<file path="config.mk">
export PLATFORM = sky130hd
export DESIGN_NAME = psum_accumulator
export DESIGN_NICKNAME = d
export VERILOG_FILES = /design/src/rtl/psum_accumulator.sv
export SDC_FILE = /design/constraint.sdc
export NUM_CORES = 2
export LEC_CHECK = 0
export BUFFER_PORTS_ARGS = -buffer_cell sky130_fd_sc_hd__buf_4
export CAP_MARGIN = 5
export CELL_PAD_IN_SITES_DETAIL_PLACEMENT = 1
export CELL_PAD_IN_SITES_GLOBAL_PLACEMENT = 2
export CORE_ASPECT_RATIO = 1.4
export CORE_MARGIN = 5
export CORE_UTILIZATION = 33
export CTS_BUF_LIST = sky130_fd_sc_hd__clkbuf_16
export DETAILED_ROUTE_END_ITERATION = 7
export GPL_ROUTABILITY_DRIVEN = 1
export HOLD_SLACK_MARGIN = 0.15
export PLACE_DENSITY_LB_ADDON = 0.1
export SETUP_SLACK_MARGIN = 0.5
export SKIP_LAST_GASP = 1
export SYNTH_ARGS = -nofsm -noshare
export SYNTH_HDL_FRONTEND = slang
export SYNTH_SLANG_ARGS = --single-unit
</file>
<file path="constraint.sdc">
create_clock -name CLK -period 7.28 [get_ports CLK]
set_input_delay 1.092 -clock CLK [delete_from_list [all_inputs] [get_ports CLK]]
set_output_delay 1.092 -clock CLK [all_outputs]
set_load 0.1 [all_outputs]
</file>
<file path="src/rtl/psum_accumulator.sv">
// rtl/psum_accumulator.sv - partial-sum accumulator with ReLU and 4-entry output FIFO
module psum_accumulator #(
  parameter int W = 16,
  parameter int A = 7
) (
  input  logic         CLK,
  input  logic         RESETn,
  input  logic [W-1:0] sumIn,
  input  logic [A-1:0] sumAddr,
  input  logic         sumValid,
  output logic         sumReady,
  input  logic         firstPass,
  input  logic         lastPass,
  input  logic         doRelu,
  output logic [W-1:0] outData,
  output logic [A-1:0] outAddr,
  output logic         outValid,
  input  logic         outReady
);

  localparam int BUF_DEPTH  = 1 << A;
  localparam int FIFO_DEPTH = 4;

  typedef enum logic [1:0] {
    ST_EMPTY   = 2'd0,
    ST_PARTIAL = 2'd1,
    ST_FULL    = 2'd2
  } fifo_state_e;

  // Accumulation buffer: not reset, the first pass of each address overwrites it.
  logic [W-1:0] acc_buf_q [BUF_DEPTH];

  // Output FIFO storage and bookkeeping.
  logic [W-1:0] fifo_data_q [FIFO_DEPTH];
  logic [A-1:0] fifo_addr_q [FIFO_DEPTH];
  logic [1:0]   wr_ptr_q, wr_ptr_d;
  logic [1:0]   rd_ptr_q, rd_ptr_d;
  logic [2:0]   count_q, count_d;
  fifo_state_e  state_q, state_d;

  logic         accept;
  logic         push;
  logic         pop;
  logic [W-1:0] buf_rd;
  logic [W-1:0] sum;
  logic [W-1:0] result;

  // Ready depends on stored occupancy only, never on this cycle's pop.
  assign sumReady = (count_q != 3'd4);
  assign outValid = (state_q != ST_EMPTY);
  assign outData  = fifo_data_q[rd_ptr_q];
  assign outAddr  = fifo_addr_q[rd_ptr_q];

  assign accept = sumValid && sumReady;
  assign push   = accept && lastPass;
  assign pop    = outValid && outReady;

  // Read-modify-write datapath: asynchronous buffer read, modulo-2^W add, ReLU on the FIFO copy.
  always_comb begin
    buf_rd = acc_buf_q[sumAddr];
    sum    = firstPass ? sumIn : (buf_rd + sumIn);
    result = (doRelu && sum[W-1]) ? '0 : sum;
  end

  // Buffer write on every accept, including the last pass.
  always_ff @(posedge CLK) begin
    if (accept) begin
      acc_buf_q[sumAddr] <= sum;
    end
  end

  // FIFO storage write at the write pointer; cleared on reset so the head reads 0 when idle.
  always_ff @(posedge CLK or negedge RESETn) begin
    if (!RESETn) begin
      for (int i = 0; i < FIFO_DEPTH; i++) begin
        fifo_data_q[i] <= '0;
        fifo_addr_q[i] <= '0;
      end
    end else if (push) begin
      fifo_data_q[wr_ptr_q] <= result;
      fifo_addr_q[wr_ptr_q] <= sumAddr;
    end
  end

  // Pointer and occupancy next-state; push and pop together leave the count unchanged.
  always_comb begin
    wr_ptr_d = wr_ptr_q;
    rd_ptr_d = rd_ptr_q;
    count_d  = count_q;
    if (push) begin
      wr_ptr_d = wr_ptr_q + 2'd1;
    end
    if (pop) begin
      rd_ptr_d = rd_ptr_q + 2'd1;
    end
    case ({push, pop})
      2'b10:   count_d = count_q + 3'd1;
      2'b01:   count_d = count_q - 3'd1;
      default: count_d = count_q;
    endcase
  end

  // FIFO occupancy state transitions.
  always_comb begin
    state_d = state_q;
    case (state_q)
      ST_EMPTY: begin
        if (push && !pop) begin
          state_d = ST_PARTIAL;
        end
      end
      ST_PARTIAL: begin
        if (push && !pop && (count_q == 3'd3)) begin
          state_d = ST_FULL;
        end else if (pop && !push && (count_q == 3'd1)) begin
          state_d = ST_EMPTY;
        end
      end
      ST_FULL: begin
        if (pop) begin
          state_d = ST_PARTIAL;
        end
      end
      default: state_d = ST_EMPTY;
    endcase
  end

  // FIFO control registers; reset discards every queued result immediately.
  always_ff @(posedge CLK or negedge RESETn) begin
    if (!RESETn) begin
      wr_ptr_q <= 2'd0;
      rd_ptr_q <= 2'd0;
      count_q  <= 3'd0;
      state_q  <= ST_EMPTY;
    end else begin
      wr_ptr_q <= wr_ptr_d;
      rd_ptr_q <= rd_ptr_d;
      count_q  <= count_d;
      state_q  <= state_d;
    end
  end

endmodule

</file>
# Word level (Yosys, flattened, before mapping)

Memory sizes are Yosys's and may differ from the RTL's.
Cells that the tools add are included.

$lt $le $gt $ge: 3
Shifts and indexed selects: 0
Equal/unequal tests: 10
Reductions and logical operators: 15
Bitwise operators: 2
Div/mod/pow operators: 0
Muxes and demuxes: 22
Multiply operators: 0
$add $sub $neg: 5

Operators by type and width:

| cell                | count |
|---|---|
| $mux 16             | 5 |
| $bwmux 64           | 1 |
| $bmux 16 s2         | 1 |
| $demux 16 s2        | 1 |
| $bwmux 28           | 1 |
| $mux 7              | 3 |
| $add 16x16->16      | 1 |
| $bmux 7 s2          | 1 |
| $demux 7 s2         | 1 |
| $logic_and 1x1->1   | 9 |
| $mux 2              | 4 |
| $ge 3x3->1 const B  | 2 |
| $ne 3x3->1 const B  | 2 |
| $not 2->3           | 2 |
| $pmux 2 s3          | 1 |
| $pmux 3 s2          | 1 |
| $add 2x1->2 const B | 2 |
| $eq 2x1->1 const B  | 2 |
| $eq 2x2->1 const B  | 2 |
| $ne 2x2->1 const B  | 2 |
| $reduce_bool 2->1   | 2 |
| $add 3x1->3 const B | 1 |
| $eq 3x1->1 const B  | 1 |
| $eq 3x2->1 const B  | 1 |
| other kinds (6)     | 8 |

Input bits: 30
Register bits after elaboration: 101
Latch bits: 0
Memories kept: 1
Output and inout port bits: 25
ROM bits: 0
Bits in writable memories: 2048

Memory list:

| memory    | words | width | rd ports | clocked after memory_dff | wr ports | RTL line | source |
|---|---|---|---|---|---|---|---|
| acc_buf_q | 128   | 16    | 1        | 0                        | 1        | 31       | `logic [W-1:0] acc_buf_q [BUF_DEPTH];` |

# Depth between registers and ports, before layout

Word-level depth: 9
Depth in mapped cells: 26

# Least setup slack after synthesis

No wires, ideal clock.

Path type: input -> register
Start: in sumAddr[0]
End: mem acc_buf_q[0][10], data pin
Cell stages on the path: 21
Path slack: -1769 ps
Setup time: 855 ps
Buffers on the path: 4
Arrival: 8194 ps
Cells stage by stage: buf_2 buf_4 buf_4 and3_1 buf_2 a22o_1 a221oi_1 a31oi_1 nor4_1 o211ai_1 or4_1 ha_1 fa_1 a21o_1 a21oi_1 o21bai_1 a21oi_1 o21ai_0 a21oi_1 xor2_1 o21ai_1

Word-level cells in the longest chain between the ends: 3

RTL lines:

| element            | RTL line | source |
|---|---|---|
| start: declaration | 9        | `input logic [A-1:0] sumAddr,` |
| $mem_v2 128x16     | n/a      |  |
| $add 16x16->16     | 61       | `sum = firstPass ? sumIn : (buf_rd + sumIn);` |
| $mux 16            | 61       |  |
| via sum[10]        | 45       | `logic [W-1:0] sum;` |
| end: declaration   | 31       |  |

The timed path passes the listed nets, and every way through them passes these cells.

# Worst setup path after layout

Start: in sumAddr[1]
End: mem acc_buf_q[116][9], data pin

Same word-level chain as after synthesis.

==> impl_metrics.csv <==
group,metric,value,unit
final_layout,final_util,39.2,%
critical_path,critical-path-max-stage-delay,650,ps
critical_path,worst_ep_arrival_time,7130,ps
drt,routed_met2_length,155000,um
synthesis,mappedNetlistArea,80500,um2
worst_hold_path,timing.hold.worst.class,"in -> reg",
placement,dp_hpwl,195000,um
synthesis,synth.avg_cell_area,17.6,um2
critical_path,cp_top_family,"compound AO/OA/AOI/OAI gates",
drt,drc_violation_count_after_routing,0,
final_layout,design.final.nets,5052,
synthesis,yosysWarningCount,0,
global_route,via_count_of_the_first_global_routing_pass,48700,
timing,timing.max_slew.rel_slack,-10.5,%
timing,achievable-frequency,0.152,GHz
clock_network,number_of_sinks_on_the_clock_net,2149,
status,run_status,"finished with violations",
drt,firstDrtPassIters,5,
drt,ant_nets,0,
floorplanning,chipHeight,594,um
clock_network,cts_tree,"built",
drt,drt_wirelength,303000,um
power,max_vdd_drop,0.000188,V
clock_network,numCtsBuffers,224,
final_layout,stdcell_count,8418,
timing,worst_slew_pin_slew,1660,ps
clock_network,htree_levels,4,
critical_path,rr_startpoint,"acc_buf_q[100][6]$_DFFE_PP_",
floorplanning,design.portCount,55,
worst_hold_path,worstHoldStart,"outReady",
global_route,grt_pass1_wl,417000,um
floorplanning,floorplan.die_area,254000,um2
critical_path,setup.reg_to_reg.worst_slack,1650,ps
drt,post_dr_wirelength_cell,36.0,um
timing,setup_repair_after_global_routing_missed_its_margin,"false",
synthesis,ys_top_cells_by_area,"edfxtp_1, a22oi_1, dfrtp_1, a22o_1, a221oi_1",
critical_path,timing.critical_path.from,"sumAddr[1]",
final_layout,fillers,23700,
clock_network,clk-insertion-delay-late,890,ps
placement,placement.cell_area,88300,um2
timing,drv_slew,1,
critical_path,worstSetupStartpointType,"input pin",
floorplanning,die-width,427,um
synthesis,synth_common_cells,"edfxtp_1, a22oi_1, nor2_1, nand2_1, a22o_1",
placement,gpl.final_weighted_congestion,0.817,
status,failed_checks,"max-slew violations",
timing,finalSetupViolations,0,
critical_path,path_cells,"buf_4, nor2_1, and2_4, buf_12, buf_12, a22o_1, a221oi_1, a31oi_1, or4_1, nor4_1, buf_4, o21ai_1, ha_1, and3_1, a31oi_1, o21ai_0, a21oi_1, buf_4, xor2_1, nor2_1, a21oi_1, inv_4, buf_12",
final_layout,final_layout_size_suffix_gt1_share,19.1,%
floorplanning,initial_util,33.1,%
critical_path,critical_path.endpoint_type,"flip-flop",
clock_network,clock_tree.root_cell,"clkbuf_16",
drt,routed-via-count,47400,
timing,min_period_over_period,90.4,%
critical_path,criticalPathCategory,"in -> reg",
synthesis,synth_largest_area_cell,"edfxtp_1",
synthesis,synth-async-reset-ratio,4.70,%
timing,finalHoldWorstSlack,474,ps
placement,post-place-cells,8004,
synthesis,yosys_most_used_dff,"edfxtp_1",
synthesis,synth_cell_type_count,62,
synthesis,yosysSeqAreaShare,79.6,%
global_route,grt_use_total,23.3,%
final_layout,area_growth,18.4,%
floorplanning,floorplan.rows,214,
drt,dr.first_iter.drc_count,4292,
critical_path,cp_data_required_time,7820,ps
critical_path,buf_inv_on_cp,7,
timing,clock_skew,66.3,ps
drt,met3_wirelength,13500,um
global_route,grt_antenna_before_repair,13,
floorplanning,core_region_area,243000,um2
placement,placement.io_buffers,54,
global_route,grt_overflow_total,0,
power,power.leakage,30.5,nW
critical_path,crit-reg2reg-capture,"acc_buf_q[116][9]$_DFFE_PP_",
power,power_density_cells,317,nW/um2
synthesis,synthCells,4583,
synthesis,yosysTopAreaCellShare,76.4,%
critical_path,worst-r2r-cell-count,19,
clock_network,clock_tree.buffer_depth,4,
synthesis,ys_seq_elements,2149,
global_route,grt_start_max_net_pins,129,
timing,tns,0,ps
worst_hold_path,holdPathEnd,"state_q[1]$_DFFE_PN0P_",
placement,detailedPlace.worstSlack,-287,ps
timing,post-route-worst-setup-slack,696,ps
timing,timing.final.hold_violations,0,
synthesis,synth-edff-count,2048,
worst_hold_path,worstHoldPathCells,2,
power,post-layout-total-power,30.2,mW
critical_path,cpMaxStageDelayCell,"nor4_1",
final_layout,post_layout_instance_area,95300,um2
drt,detail_route.wirelength.met1,126000,um
clock_network,clk_pin_slew_worst_paths,60,ps
synthesis,synthMostInstantiatedCell,"edfxtp_1",
synthesis,synth_fp_nets,4640,
flow_run,maxCapViolations,0,
timing,period_needed,6580,ps
critical_path,critical_path_peak_fanout,48,
drt,vias_per_cell,5.63,
drt,highest-signal-layer,"met4",
[logic make-up (layout without fill, tap and decap cells)]
kind of cell / after synthesis / in the layout / share of synthesized area [%]
and+or+nand+nor: 567 / 567 / 3.32
muxes: 122 / 122 / 1.97
buffers and inverters: 338 / 924 / 1.81
other: 0 / 9 / 0
adders and majority gates: 27 / 27 / 0.429
DFF: 2149 / 2149 / 79.6
xor gates and xnor gates: 18 / 18 / 0.196
AOI/OAI and AO/OA: 1362 / 1362 / 12.7
[sequential cells by signal, summed over array words and instances, names as in the netlist]
| register | flops |
|---|---|
| count_q | 3 |
| state_q | 2 |
| rd_ptr_q | 2 |
| acc_buf_q | 2048 |
| fifo_data_q | 64 |
| fifo_addr_q | 28 |
| wr_ptr_q | 2 |
[layer usage]
metal	vias up	global-route usage, %
met4	0	6.39
met2	1267	40.8
met3	352	2.79
met5	-	0
met1	25900	30.7
li1	19900	-
[how the worst max path moves through the flow]
stage | to | slack, ps | depth (start not counted)
detailed placement | acc_buf_q[117][9]$_DFFE_PP_ | -290 | 19
floorplan | acc_buf_q[0][6]$_DFFE_PP_ | 560 | 21
finish | acc_buf_q[116][9]$_DFFE_PP_ | 700 | 23
CTS | acc_buf_q[116][9]$_DFFE_PP_ | 640 | 19
global route | acc_buf_q[116][9]$_DFFE_PP_ | 560 | 23
global placement | acc_buf_q[112][9]$_DFFE_PP_ | -300 | 19
[layout make-up]
type / instances / area, um2 / area share, %
sequential: 2149 / 64000 / 67.2
multi-input combinational: 2096 / 15400 / 16.2
clock buffer: 230 / 5760 / 6.04
timing repair buffer: 499 / 4720 / 4.96
tap: 3240 / 4050 / 4.25
clock inverter: 170 / 1160 / 1.22
inverter: 25 / 116 / 0.122
antenna: 9 / 22.5 / 0.0236
[power by group]
group	switching (mW)	internal, mW	total [mW]
registers	0.232	14.5	14.7
clock network	4.87	6.24	11.1
logic	3.19	1.19	4.38
total	8.30	21.9	30.2
[cells in the final DEF (no fill, tap or decap), drive strengths merged, types with 91 or more instances in the layout]
master,Yosys,layout
edfxtp,2048,2048
nand4,91,91
a221oi,124,124
clkbuf,140,230
a22o,145,145
a22oi,692,692
buf,173,498
nand2,148,148
dfrtp,101,101
nor2,197,197
[what timing repair did]
item	4_1_cts	5_1_grt
endpoints found under the setup margin	0	120
hold endpoints to repair	31	0
setup buffers	0	3
hold buffers	1	0
resized for setup	0	0
No activity file was read; power rests on OpenSTA's default activity.
